[src/rtl/frankie_mem_pkg.sv]
// Shared types and constants for the Frankie data-memory arbiter.
package frankie_mem_pkg;

    localparam int FRANKIE_ADDR_W = 16;
    localparam int FRANKIE_DATA_W = 16;

    typedef enum logic [1:0] {
        IDLE   = 2'b00,
        ACCESS = 2'b01,
        RESP   = 2'b10
    } arb_state_t;

    localparam logic [1:0] GNT_NONE = 2'b00;
    localparam logic [1:0] GNT_CPU  = 2'b01;
    localparam logic [1:0] GNT_IO   = 2'b10;

endpackage

[src/rtl/mem_port_arbiter_if.sv]
// Requester, memory and status bundle for mem_port_arbiter.
// slave = arbiter side, master = requesters/memory side.
interface mem_port_arbiter_if
    import frankie_mem_pkg::*;
#(
    parameter int ADDR_W = FRANKIE_ADDR_W,
    parameter int DATA_W = FRANKIE_DATA_W
) ();
    logic              cpu_req;
    logic              cpu_we;
    logic [ADDR_W-1:0] cpu_addr;
    logic [DATA_W-1:0] cpu_wdata;
    logic [DATA_W-1:0] cpu_rdata;
    logic              cpu_ack;
    logic              io_req;
    logic              io_we;
    logic [ADDR_W-1:0] io_addr;
    logic [DATA_W-1:0] io_wdata;
    logic [DATA_W-1:0] io_rdata;
    logic              io_ack;
    logic              mem_en;
    logic              mem_we;
    logic [ADDR_W-1:0] mem_addr;
    logic [DATA_W-1:0] mem_wdata;
    logic [DATA_W-1:0] mem_rdata;
    logic [1:0]        gnt_id;
    logic              busy;

    modport slave (
        input  cpu_req, cpu_we, cpu_addr, cpu_wdata,
        input  io_req, io_we, io_addr, io_wdata,
        input  mem_rdata,
        output cpu_rdata, cpu_ack, io_rdata, io_ack,
        output mem_en, mem_we, mem_addr, mem_wdata, gnt_id, busy
    );

    modport master (
        output cpu_req, cpu_we, cpu_addr, cpu_wdata,
        output io_req, io_we, io_addr, io_wdata,
        output mem_rdata,
        input  cpu_rdata, cpu_ack, io_rdata, io_ack,
        input  mem_en, mem_we, mem_addr, mem_wdata, gnt_id, busy
    );
endinterface

[src/rtl/arb_wait_counter.sv]
// Loadable down-counter timing the ACCESS phase; last_cycle flags the final ACCESS cycle.
module arb_wait_counter (
    input  logic       clk,
    input  logic       rst_n,
    input  logic       load,
    input  logic [3:0] load_val,
    input  logic       en,
    output logic       last_cycle
);
    logic [3:0] cnt_r;

    // Load on grant, then count down to zero while the access is in progress.
    always_ff @(posedge clk or negedge rst_n) begin
        if (!rst_n) begin
            cnt_r <= 4'd0;
        end else if (load) begin
            cnt_r <= load_val;
        end else if (en && (cnt_r != 4'd0)) begin
            cnt_r <= cnt_r - 4'd1;
        end else begin
            cnt_r <= cnt_r;
        end
    end

    assign last_cycle = (cnt_r == 4'd0);
endmodule

[src/rtl/mem_port_arbiter.sv]
// Arbitrates the single-ported data memory between CPU and I/O with a fixed-latency FSM.
// Optional starvation guard enabled by defining ARB_STARVE_GUARD_EN.
module mem_port_arbiter
    import frankie_mem_pkg::*;
#(
    parameter int ADDR_W       = FRANKIE_ADDR_W,
    parameter int DATA_W       = FRANKIE_DATA_W,
    parameter int MEM_LATENCY  = 2,
    parameter int STARVE_LIMIT = 4
) (
    input  logic                CLK,
    input  logic                Reset_n,
    mem_port_arbiter_if.slave   bus
);
    if (MEM_LATENCY < 1 || MEM_LATENCY > 15) begin : g_bad_latency
        $error("mem_port_arbiter: MEM_LATENCY must be within 1..15");
    end
    if (STARVE_LIMIT < 1) begin : g_bad_starve
        $error("mem_port_arbiter: STARVE_LIMIT must be at least 1");
    end

    arb_state_t        state_r;
    logic              cpu_ack_r;
    logic              io_ack_r;
    logic [DATA_W-1:0] cpu_rdata_r;
    logic [DATA_W-1:0] io_rdata_r;
    logic              mem_en_r;
    logic              mem_we_r;
    logic [ADDR_W-1:0] mem_addr_r;
    logic [DATA_W-1:0] mem_wdata_r;
    logic [1:0]        gnt_id_r;
    logic              grant_cpu_s;
    logic              grant_io_s;
    logic              starved_s;
    logic              last_cycle_s;
    logic              cnt_load_s;

`ifdef ARB_STARVE_GUARD_EN
    localparam int SW = $clog2(STARVE_LIMIT + 1);
    logic [SW-1:0] starve_cnt_r;

    assign starved_s = (starve_cnt_r == SW'(STARVE_LIMIT));

    // Count CPU grants that bypassed a pending I/O request; an I/O grant clears it.
    always_ff @(posedge CLK or negedge Reset_n) begin
        if (!Reset_n) begin
            starve_cnt_r <= '0;
        end else if ((state_r == IDLE) && grant_io_s) begin
            starve_cnt_r <= '0;
        end else if ((state_r == IDLE) && grant_cpu_s && bus.io_req && !starved_s) begin
            starve_cnt_r <= starve_cnt_r + SW'(1);
        end else begin
            starve_cnt_r <= starve_cnt_r;
        end
    end
`else
    assign starved_s = 1'b0;
`endif

    // Fixed CPU priority, overridden only when the guard reports I/O starvation.
    always_comb begin
        grant_cpu_s = 1'b0;
        grant_io_s  = 1'b0;
        if (bus.io_req && (starved_s || !bus.cpu_req)) begin
            grant_io_s = 1'b1;
        end else if (bus.cpu_req) begin
            grant_cpu_s = 1'b1;
        end else begin
            grant_cpu_s = 1'b0;
        end
    end

    assign cnt_load_s = (state_r == IDLE) && (grant_cpu_s || grant_io_s);

    arb_wait_counter u_wait (
        .clk        (CLK),
        .rst_n      (Reset_n),
        .load       (cnt_load_s),
        .load_val   (4'(MEM_LATENCY - 1)),
        .en         (state_r == ACCESS),
        .last_cycle (last_cycle_s)
    );

    // Main sequencer: grant in IDLE, hold the memory bus for ACCESS, pulse ack in RESP.
    always_ff @(posedge CLK or negedge Reset_n) begin
        if (!Reset_n) begin
            state_r     <= IDLE;
            cpu_ack_r   <= 1'b0;
            io_ack_r    <= 1'b0;
            cpu_rdata_r <= '0;
            io_rdata_r  <= '0;
            mem_en_r    <= 1'b0;
            mem_we_r    <= 1'b0;
            mem_addr_r  <= '0;
            mem_wdata_r <= '0;
            gnt_id_r    <= GNT_NONE;
        end else begin
            case (state_r)
                IDLE: begin
                    cpu_ack_r <= 1'b0;
                    io_ack_r  <= 1'b0;
                    if (grant_io_s) begin
                        state_r     <= ACCESS;
                        mem_en_r    <= 1'b1;
                        mem_we_r    <= bus.io_we;
                        mem_addr_r  <= bus.io_addr;
                        mem_wdata_r <= bus.io_wdata;
                        gnt_id_r    <= GNT_IO;
                    end else if (grant_cpu_s) begin
                        state_r     <= ACCESS;
                        mem_en_r    <= 1'b1;
                        mem_we_r    <= bus.cpu_we;
                        mem_addr_r  <= bus.cpu_addr;
                        mem_wdata_r <= bus.cpu_wdata;
                        gnt_id_r    <= GNT_CPU;
                    end else begin
                        gnt_id_r <= GNT_NONE;
                    end
                end
                ACCESS: begin
                    if (last_cycle_s) begin
                        state_r   <= RESP;
                        mem_en_r  <= 1'b0;
                        mem_we_r  <= 1'b0;
                        cpu_ack_r <= (gnt_id_r == GNT_CPU);
                        io_ack_r  <= (gnt_id_r == GNT_IO);
                        if (!mem_we_r && (gnt_id_r == GNT_CPU)) begin
                            cpu_rdata_r <= bus.mem_rdata;
                        end else if (!mem_we_r && (gnt_id_r == GNT_IO)) begin
                            io_rdata_r <= bus.mem_rdata;
                        end else begin
                            cpu_rdata_r <= cpu_rdata_r;
                        end
                    end else begin
                        state_r <= ACCESS;
                    end
                end
                RESP: begin
                    state_r   <= IDLE;
                    cpu_ack_r <= 1'b0;
                    io_ack_r  <= 1'b0;
                    gnt_id_r  <= GNT_NONE;
                end
                default: begin
                    state_r   <= IDLE;
                    cpu_ack_r <= 1'b0;
                    io_ack_r  <= 1'b0;
                    mem_en_r  <= 1'b0;
                    mem_we_r  <= 1'b0;
                    gnt_id_r  <= GNT_NONE;
                end
            endcase
        end
    end

    assign bus.cpu_ack   = cpu_ack_r;
    assign bus.io_ack    = io_ack_r;
    assign bus.cpu_rdata = cpu_rdata_r;
    assign bus.io_rdata  = io_rdata_r;
    assign bus.mem_en    = mem_en_r;
    assign bus.mem_we    = mem_we_r;
    assign bus.mem_addr  = mem_addr_r;
    assign bus.mem_wdata = mem_wdata_r;
    assign bus.gnt_id    = gnt_id_r;
    assign bus.busy      = (state_r != IDLE);
endmodule

[src/flat_wrapper.sv]
// flat-port wrapper written by rule: the top's interface ports become plain ports
module mem_port_arbiter_flat import frankie_mem_pkg::*;
#(
    parameter int ADDR_W       = FRANKIE_ADDR_W,
    parameter int DATA_W       = FRANKIE_DATA_W,
    parameter int MEM_LATENCY  = 2,
    parameter int STARVE_LIMIT = 4
)
  (CLK, Reset_n, bus_cpu_req, bus_cpu_we, bus_cpu_addr, bus_cpu_wdata, bus_io_req, bus_io_we, bus_io_addr, bus_io_wdata, bus_mem_rdata, bus_cpu_rdata, bus_cpu_ack, bus_io_rdata, bus_io_ack, bus_mem_en, bus_mem_we, bus_mem_addr, bus_mem_wdata, bus_gnt_id, bus_busy);
  mem_port_arbiter_if #(.ADDR_W(ADDR_W), .DATA_W(DATA_W)) bus_i ();
  input  logic CLK;
  input  logic Reset_n;
  input wire logic [$bits(bus_i.cpu_req)-1:0] bus_cpu_req;
  input wire logic [$bits(bus_i.cpu_we)-1:0] bus_cpu_we;
  input wire logic [$bits(bus_i.cpu_addr)-1:0] bus_cpu_addr;
  input wire logic [$bits(bus_i.cpu_wdata)-1:0] bus_cpu_wdata;
  input wire logic [$bits(bus_i.io_req)-1:0] bus_io_req;
  input wire logic [$bits(bus_i.io_we)-1:0] bus_io_we;
  input wire logic [$bits(bus_i.io_addr)-1:0] bus_io_addr;
  input wire logic [$bits(bus_i.io_wdata)-1:0] bus_io_wdata;
  input wire logic [$bits(bus_i.mem_rdata)-1:0] bus_mem_rdata;
  output wire logic [$bits(bus_i.cpu_rdata)-1:0] bus_cpu_rdata;
  output wire logic [$bits(bus_i.cpu_ack)-1:0] bus_cpu_ack;
  output wire logic [$bits(bus_i.io_rdata)-1:0] bus_io_rdata;
  output wire logic [$bits(bus_i.io_ack)-1:0] bus_io_ack;
  output wire logic [$bits(bus_i.mem_en)-1:0] bus_mem_en;
  output wire logic [$bits(bus_i.mem_we)-1:0] bus_mem_we;
  output wire logic [$bits(bus_i.mem_addr)-1:0] bus_mem_addr;
  output wire logic [$bits(bus_i.mem_wdata)-1:0] bus_mem_wdata;
  output wire logic [$bits(bus_i.gnt_id)-1:0] bus_gnt_id;
  output wire logic [$bits(bus_i.busy)-1:0] bus_busy;
  assign bus_i.cpu_req = bus_cpu_req;
  assign bus_i.cpu_we = bus_cpu_we;
  assign bus_i.cpu_addr = bus_cpu_addr;
  assign bus_i.cpu_wdata = bus_cpu_wdata;
  assign bus_i.io_req = bus_io_req;
  assign bus_i.io_we = bus_io_we;
  assign bus_i.io_addr = bus_io_addr;
  assign bus_i.io_wdata = bus_io_wdata;
  assign bus_i.mem_rdata = bus_mem_rdata;
  assign bus_cpu_rdata = bus_i.cpu_rdata;
  assign bus_cpu_ack = bus_i.cpu_ack;
  assign bus_io_rdata = bus_i.io_rdata;
  assign bus_io_ack = bus_i.io_ack;
  assign bus_mem_en = bus_i.mem_en;
  assign bus_mem_we = bus_i.mem_we;
  assign bus_mem_addr = bus_i.mem_addr;
  assign bus_mem_wdata = bus_i.mem_wdata;
  assign bus_gnt_id = bus_i.gnt_id;
  assign bus_busy = bus_i.busy;
  mem_port_arbiter #(.ADDR_W(ADDR_W), .DATA_W(DATA_W), .MEM_LATENCY(MEM_LATENCY), .STARVE_LIMIT(STARVE_LIMIT)) u_core (.CLK(CLK), .Reset_n(Reset_n), .bus(bus_i));
endmodule
[config.mk]
export PLATFORM = sky130hd
export DESIGN_NAME = mem_port_arbiter_flat
export DESIGN_NICKNAME = d
export VERILOG_FILES = /design/src/rtl/frankie_mem_pkg.sv /design/src/rtl/mem_port_arbiter_if.sv /design/src/rtl/arb_wait_counter.sv /design/src/rtl/mem_port_arbiter.sv /design/src/flat_wrapper.sv
export SDC_FILE = /design/constraint.sdc
export NUM_CORES = 1
export LEC_CHECK = 0
export BUFFER_PORTS_ARGS = -buffer_cell sky130_fd_sc_hd__buf_2
export CAP_MARGIN = 40
export CORE_ASPECT_RATIO = 1.25
export CORE_UTILIZATION = 42
export CTS_CLUSTER_SIZE = 40
export DETAILED_ROUTE_END_ITERATION = 16
export HOLD_SLACK_MARGIN = 0.05
export PLACE_DENSITY = 0.78
export RECOVER_POWER = 100
export SETUP_SLACK_MARGIN = 0.02
export SYNTH_ARGS = -nofsm -noshare
export SYNTH_HDL_FRONTEND = slang
export SYNTH_SLANG_ARGS = --single-unit
[constraint.sdc]
create_clock -name CLK -period 1.9 [get_ports CLK]
set_input_delay 0.38 -clock CLK [delete_from_list [all_inputs] [get_ports CLK]]
set_output_delay 0.38 -clock CLK [all_outputs]
set_load 0.05 [all_outputs]
## Word-level counts from Yosys, hierarchy flattened

Cells that the tools add are included.

| cells by class | value |
|---|---|
| add/sub/neg operators | 1 |
| eq/ne operators | 6 |
| muxes and demuxes | 27 |
| bitwise gates (word level) | 2 |
| reductions and logical operators | 18 |

Operator list:

| operator | count |
|---|---|
| 2-to-1 mux 16 bit | 4 |
| 2-to-1 mux 1 bit | 13 |
| 2-to-1 mux 2 bit | 4 |
| 2-to-1 mux 4 bit | 2 |
| case mux 2 bit (2 select lines) | 2 |
| case mux 1 bit (3 select lines) | 2 |
| AND reduction 3 bit | 2 |
| nonzero test 2 bit | 3 |
| logical AND 1 bit | 5 |
| == test 2 x 1 -> 1 bit, second input constant | 2 |
| == test 2 bit, second input constant | 2 |
| zero test 4 bit | 1 |
| AND reduction 4 bit | 1 |
| nonzero test 4 bit | 1 |
| subtractor 4 x 1 -> 4 bit, second input constant | 1 |
| != test 3 x 1 -> 1 bit, second input constant | 1 |
| zero test 1 bit | 2 |
| zero test 2 bit | 1 |
| != test 2 x 1 -> 1 bit, second input constant | 1 |
| NOT 1 bit | 2 |
| AND reduction 2 bit | 1 |
| logical OR 1 bit | 1 |

| storage, ports and cells | value |
|---|---|
| flip-flop bits (word level) | 76 |
| output and inout port bits | 71 |

## Depth between registers and ports, before layout

Gate-level depths: netlist of the first run.

| logic depth | value |
|---|---|
| depth after elaboration | 6 |
| gate-level depth with buffers | 6 |
| gate-level depth less buffers | 5 |

## Modules after synthesis

A second synthesis of the first run with hierarchy kept.

| second synthesis, totals | value |
|---|---|
| cell total of the unflattened synthesis | 276 |
| area, all modules | 3290.7 um^2 |

By module, submodules not included:

| module | instances | cells an instance | area an instance (um^2) | sequential area each (um^2) |
|---|---|---|---|---|
| mem_port_arbiter | 1 | 249 | 3020.4 | 1801.7 |
| arb_wait_counter | 1 | 27 | 270.3 | 100.1 |

## Worst setup path after synthesis of the first run

OpenSTA, ideal clock, no wires.

| timing path | value |
|---|---|
| path type | register to register |
| start | reg u_core.state_r[0] |
| end | reg u_core.mem_addr_r[10] (netlist: u_core.bus.mem_addr[10]) |
| setup time | 0.125 ns |
| arrival | 1.664 ns |
| data required time | 1.775 ns |
| slack | 0.112 ns |
| cell stages (with the launch flop) | 7 |
| buffers on the path | 3 |
| cells stage by stage | dfrtp_1 buf_4 or2_1 buf_2 nor2_4 buf_6 mux2_2 |

| between the ends | value |
|---|---|
| word-level cells in the longest chain between the ends | 2 |

Ends and longest elaborated chain:

| what | line | source |
|---|---|---|
| start: declaration | mem_port_arbiter.sv:22 | `arb_state_t state_r;` |
| start signal: assignment | mem_port_arbiter.sv:87 | `state_r <= IDLE;` |
| start signal: assignment | mem_port_arbiter.sv:103 | `state_r <= ACCESS;` |
| start signal: assignment | mem_port_arbiter.sv:110 | `state_r <= ACCESS;` |
| zero test 2 bit | mem_port_arbiter.sv:98 | `case (state_r)` |
| AND reduction 2 bit (no line) | - |  |
| end signal: assignment | mem_port_arbiter.sv:106 | `mem_addr_r <= bus.io_addr;` |
| end signal: assignment | mem_port_arbiter.sv:113 | `mem_addr_r <= bus.cpu_addr;` |
| end: declaration | mem_port_arbiter.sv:29 | `logic [ADDR_W-1:0] mem_addr_r;` |

Every way passes these cells.
A chain may end at the register's enable or synchronous reset.

## Final worst setup path of the first run

| timing path | value |
|---|---|
| start | reg u_core.state_r[1] |
| end | out bus_busy |

| between the ends | value |
|---|---|
| word-level cells in the longest chain between the ends | 1 |

Ends and longest elaborated chain:

| what | line | source |
|---|---|---|
| nonzero test 2 bit | mem_port_arbiter.sv:165 | `assign bus.busy = (state_r != IDLE);` |
| end: declaration | flat_wrapper.sv:31 | `output wire logic [$bits(bus_i.busy)-1:0] bus_busy;` |

Every way passes these cells.

==> implementation parameters, run 1 <==
Parameter                              Value

Status
  Outcome ... finished, final reports clean

Routing
  Post-detailed-routing wire length ... 7360 um
  DRC violations left ... 0
  Via density per instance ... 4.95
  Initial detailed-routing violation count ... 57
  Via count ... 2,451
  WL per Instance ... 14.9 um
  Drt first pass iters ... 4
  Detail Route Antenna Nets ... 0

Timing
  Upper clock frequency limit ... 557 MHz
  Sum of negative setup slack ... 0 ns
  Max-slew violations ... 0
  Hold WS ... 0.259 ns
  Final hold violations ... 0
  Worst-case headroom to the max-slew limit ... 36.8%
  Pin slew with the least headroom to its limit ... 0.949 ns
  Fraction of the cycle the final worst path needs ... 94.5%
  Period minus WS final ... 1.80 ns
  RSZ-0062 raised after global routing ... no
  Worst Clk Skew ... 0.0112 ns
  Setup violation total in the final timing report ... 0

Clock network
  TritonCTS buffer count ... 9
  Clock tree root driver cell ... clkbuf_8
  Worst-skew pair later-pin latency ... 0.34 ns
  Clock tree from TritonCTS ... done
  CTS H-tree depth ... 3
  Clock net sink count ... 76
  Clock Pin Slew Worst Setup and Hold Paths ... 0.08 ns
  Deepest clock path buffer count ... 2

Setup path
  Element type at the critical path end ... output pin
  Setup slack on the worst flop-to-flop path ... 0.12 ns
  FF-to-FF Start ... u_core.state_r[1]
  Critical Path Source Type ... flop
  Capture instance of the worst register-to-register path ... u_core.bus.mem_wdata[14]
  Number of buffers and inverters on the critical path ... 2
  Required time of the critical path ... 1.52 ns
  CP max stage cell ... dfrtp_2
  Critical path arrival ... 1.42 ns
  Number of logic stages on the critical path including buffering ... 3
  Number of cells on the worst reg-to-reg path ... 4
  Critical path origin ... u_core.state_r[1]
  Cell-by-cell trace of the critical path ... or2_1 -> buf_4 -> buf_2
  Crit path max-delay family ... flip-flops
  Slowest Stage Delay on Critical Path ... 0.43 ns
  Classification of the worst setup path ... reg2out
  Maximum fanout encountered on the critical timing path ... 6
  Capturing instance or port of the critical path ... bus_busy

Place
  HPWL after detailed placement ... 5520 um
  Port Buffers ... 156
  Placer congestion estimate ... 0.848
  Placed Instance Area ... 4390 um2

Die
  Die X-Extent ... 83.3 um
  Height of the die ... 104 um
  Placeable core region ... 7880 um2
  Number of rows created at floorplan ... 36
  Die footprint ... 8640 um2
  I/O pin count ... 157
  Initial Utilization ... 44.0%

Finish
  Area added between synthesis and finish ... 28.4%
  Final design instance area without fill ... 4460 um2
  Fillcell total ... 713
  Number of nets in the finished design ... 484
  Layout Utilization ... 56.5%
  Layout cell share with drive strength beyond 1 ... 51.7%
  Antenna Cells ... 0

Global routing
  Number of antenna violations at the first check in global routing ... 0
  Vias in the first global route ... 2,488
  Total track usage ... 18.0%
  First-pass GRT wire length ... 12,100 um
  GRT Residual Overflow ... 0
  Pin count of the biggest net entering global routing ... 41

Synthesis
  Cells after synthesis ... 230
  Unique masters post-synth ... 32
  Synth area leaders ... dfrtp_1, mux2_2, mux2_4
  Async set-reset flop share out of synthesis ... 100%
  Ys flop type ... dfrtp_1
  Synthesized netlist net count ... 318
  Ys Warns ... 0
  Portion of the post-synthesis area used by sequential elements ... 54.8%
  Top cell type's share of synthesized area ... 54.8%
  Leading area contributor after synthesis ... dfrtp_1
  Flops & latches, synth ... 76
  Library cell with the highest instance count after synthesis ... mux2_2
  List of most frequent post-synthesis cells ... mux2_2, dfrtp_1, mux2_4, buf_6
  Post-synthesis average cell area ... 15.1 um2
  Cell area after synthesis ... 3470 um2
  Post-synth EDFFs ... 0

Flow run
  Max-cap check violation count ... 0

Worst hold path
  Class of the tightest hold or removal check ... in2reg
[metrics by stage]
step           std cells  setup WS, ns
3_5_place_dp         476        0.0828
4_1_cts              493        0.0414
3_3_place_gp         476         0.177
2_1_floorplan        230         0.112
5_1_grt              495        0.0301
6_report             495         0.105
[cell type report]
class | count | area, um2 | share of cell area [%]
repair buffers | 167 | 801 | 18.0
flip-flops and latches | 76 | 1900 | 42.7
clock buffers | 9 | 124 | 2.78
multi-input cells | 138 | 1430 | 32.1
well taps | 95 | 119 | 2.67
clock inverters | 6 | 65.1 | 1.46
inverters | 4 | 15.0 | 0.337
[repair_timing]
item	CTS	global route
hold buffers	1	0
endpoints found under the hold margin	39	0
gates resized for setup	2	0
pin swaps	0	1
buffers inserted	1	2
endpoints found under the setup margin	1	17
[how the worst min path moves through the flow]
stage                          start                      end  depth (start not counted)
detailed placement           Reset_n  u_core.bus.mem_addr[13]                          1
global placement             Reset_n  u_core.bus.mem_addr[13]                          1
floorplan                    Reset_n       u_core.bus.cpu_ack                          0
finish              bus_mem_rdata[0]   u_core.bus.io_rdata[0]                          2
global route        bus_mem_rdata[9]   u_core.bus.io_rdata[9]                          2
CTS                 bus_mem_rdata[5]  u_core.bus.cpu_rdata[5]                          2
[flip-flops by register name, indices dropped and copies added, names as in the netlist]
name and count:
u_core.u_wait.cnt_r 4, u_core.bus.cpu_ack 1, u_core.bus.gnt_id 2, u_core.bus.mem_en 1, u_core.bus.mem_wdata 16, u_core.bus.io_rdata 16, u_core.state_r 2, u_core.bus.io_ack 1
u_core.bus.mem_addr 16, u_core.bus.cpu_rdata 16, u_core.bus.mem_we 1
[layout by cell type (no fill, tap or decap), drive strengths merged, types with 2 or more instances in the layout]
| cell | count |
|---|---|
| ha | 2 |
| nor2 | 5 |
| dfrtp | 76 |
| mux2i | 2 |
| nand4b | 2 |
| nand2 | 3 |
| a21o | 2 |
| o221ai | 2 |
| o21ai | 4 |
| nand3b | 3 |
| clkbuf | 81 |
| buf | 94 |
| clkinv | 3 |
| nor3b | 2 |
| inv | 5 |
| mux2 | 97 |
| a21oi | 3 |
[kinds of logic after synthesis]
logic type / after synthesis / share of synthesized area (%)
mux: 99 / 33.1
fa+ha+maj: 2 / 0.721
buf+inv: 16 / 3.06
flops: 76 / 54.8
compound gates: 15 / 2.81
simple gates: 22 / 5.51
[routing by layer]
layer	global-route usage, %	share of wire [%]
met2	32.3	54
met5	0	0
met3	6.14	6.3
met1	19.5	38
met4	6.40	2.1
Power of run 1 is left out: the tool's default activity adds up to more than one toggle a clock period on the data nets, which glitch-free logic cannot reach.
==> run 2: changes to the inputs <==
--- a/config.mk
+++ b/config.mk
@@ -7,8 +7,10 @@
 export LEC_CHECK = 0
 export BUFFER_PORTS_ARGS = -buffer_cell sky130_fd_sc_hd__buf_2
 export CAP_MARGIN = 40
+export CELL_PAD_IN_SITES_DETAIL_PLACEMENT = 1
+export CELL_PAD_IN_SITES_GLOBAL_PLACEMENT = 1
 export CORE_ASPECT_RATIO = 1.25
-export CORE_UTILIZATION = 42
+export CORE_UTILIZATION = 33
 export CTS_CLUSTER_SIZE = 40
 export DETAILED_ROUTE_END_ITERATION = 16
 export HOLD_SLACK_MARGIN = 0.05
==> implementation parameters, run 2 (same netlist as run 1, synthesis figures left out) <==
Parameter                              Value

Status
  Outcome ... finished, final reports clean

Place
  Port Buffers ... 156
  HPWL after detailed placement ... 6350 um
  Pre-CTS setup slack ... 0.0483 ns
  Placer congestion estimate ... 0.714
  Placed Instance Area ... 4440 um2
  Placed cell count ... 510

Clock network
  Worst-skew pair later-pin latency ... 0.32 ns
  Deepest clock path buffer count ... 2
  Clock net sink count ... 76
  CTS H-tree depth ... 3
  TritonCTS buffer count ... 9
  Clock tree root driver cell ... clkbuf_16
  Clock tree from TritonCTS ... done
  Clock Pin Slew Worst Setup and Hold Paths ... 0.06 ns

Finish
  Final design instance area without fill ... 4600 um2
  Area added between synthesis and finish ... 32.6%
  Top library cells by usage in the layout, fill and taps aside ... mux2_2, buf_2, dfrtp_1
  Non-filler instance count after layout ... 531
  Antenna Cells ... 0
  Layout cell share with drive strength beyond 1 ... 50.7%
  Number of nets in the finished design ... 485

Setup path
  Crit path max-delay family ... flip-flops
  Required time of the critical path ... 1.52 ns
  Maximum fanout encountered on the critical timing path ... 8
  Critical Path Source Type ... flop
  Element type at the critical path end ... output pin
  Slowest Stage Delay on Critical Path ... 0.45 ns
  Critical path arrival ... 1.44 ns
  Cell-by-cell trace of the critical path ... or2_1 -> buf_4 -> buf_2
  Number of buffers and inverters on the critical path ... 2
  CP max stage cell ... dfrtp_2
  Classification of the worst setup path ... reg2out

Worst hold path
  Class of the tightest hold or removal check ... in2reg

Timing
  RSZ-0062 raised after global routing ... no
  Setup violation total in the final timing report ... 0
  Final hold violations ... 0
  Upper clock frequency limit ... 549 MHz
  Pin slew with the least headroom to its limit ... 0.808 ns
  Final worst setup slack ... 0.0798 ns
  Worst-case headroom to the max-slew limit ... 46.2%
  Max-slew violations ... 0
  Sum of negative setup slack ... 0 ns
  Period minus WS final ... 1.82 ns
  Fraction of the cycle the final worst path needs ... 95.8%
  Worst Clk Skew ... 0.00705 ns

Routing
  DRC violations left ... 0
  Via density per instance ... 4.75
  Via count ... 2,524
  Drt first pass iters ... 4
  Initial detailed-routing violation count ... 89
  WL per Instance ... 15.7 um
  Post-detailed-routing wire length ... 8350 um
  Detail Route Antenna Nets ... 0

Die
  Die footprint ... 10,900 um2
  Placeable core region ... 10,200 um2
  I/O pin count ... 157
  Initial Utilization ... 34.2%
  Die X-Extent ... 93.7 um
  Height of the die ... 117 um
  Number of rows created at floorplan ... 41

Global routing
  Vias in the first global route ... 2,612
  GRT Residual Overflow ... 0
  Pin count of the biggest net entering global routing ... 45
  First-pass GRT wire length ... 13,100 um
  Number of antenna violations at the first check in global routing ... 0
  Total track usage ... 15.8%

Flow run
  Max-cap check violation count ... 0
## run 2: through the flow
step	utilization (%)	hold WS, ns
2_1_floorplan	-	0.0844
3_3_place_gp	43.7	0.344
3_5_place_dp	43.7	0.348
4_1_cts	46.7	0.287
5_1_grt	45.3	0.286
6_report	45.3	0.287
## run 2: path summary, 6_finish.rpt
path                            slack, ns               from                 endpoint  cells after the start
worst max-delay path                 0.08  u_core.state_r[0]                 bus_busy                      3
worst min-delay path                 0.29  bus_mem_rdata[14]  u_core.bus.io_rdata[14]                      2
worst max register to register       0.14  u_core.state_r[0]  u_core.bus.mem_wdata[1]                      4
worst min register to register       0.48  u_core.bus.mem_en        u_core.bus.mem_en                      1
max in group asynchronous            0.30            Reset_n        u_core.state_r[0]                      3
min in group asynchronous            0.68            Reset_n  u_core.bus.mem_addr[11]                      2
## run 2: metal layers
metal | wire length, um | GRT usage, % | share of wire, % | vias to the layer above
met5 | 0 | 0 | 0 | -
met4 | 121 | 6.15 | 1.4 | 0
met3 | 467 | 3.06 | 5.6 | 10
met2 | 4750 | 30.6 | 57 | 81
met1 | 3020 | 16.7 | 36 | 1271
li1 | - | - | - | 1162
## run 2: what timing repair did
item | 4_1_cts | 5_1_grt
pin swaps | 0 | 1
buffers inserted | 0 | 4
resized for setup | 1 | 1
hold buffers | 1 | 0
setup endpoints to repair | 1 | 17
endpoints found under the hold margin | 32 | 0
cloned | 0 | 0
## run 2: final cells by class
| class | count | area, um2 |
|---|---|---|
| Sequential cell | 76 | 1900 |
| Tap cell | 129 | 161 |
| Inverter | 4 | 15.0 |
| Timing Repair Buffer | 168 | 802 |
| Multi-Input combinational cell | 138 | 1430 |
| Clock buffer | 12 | 246 |
| Clock inverter | 4 | 48.8 |
| Fill cell | 1159 | 5550 |
Power of run 2 is left out for the same reason.
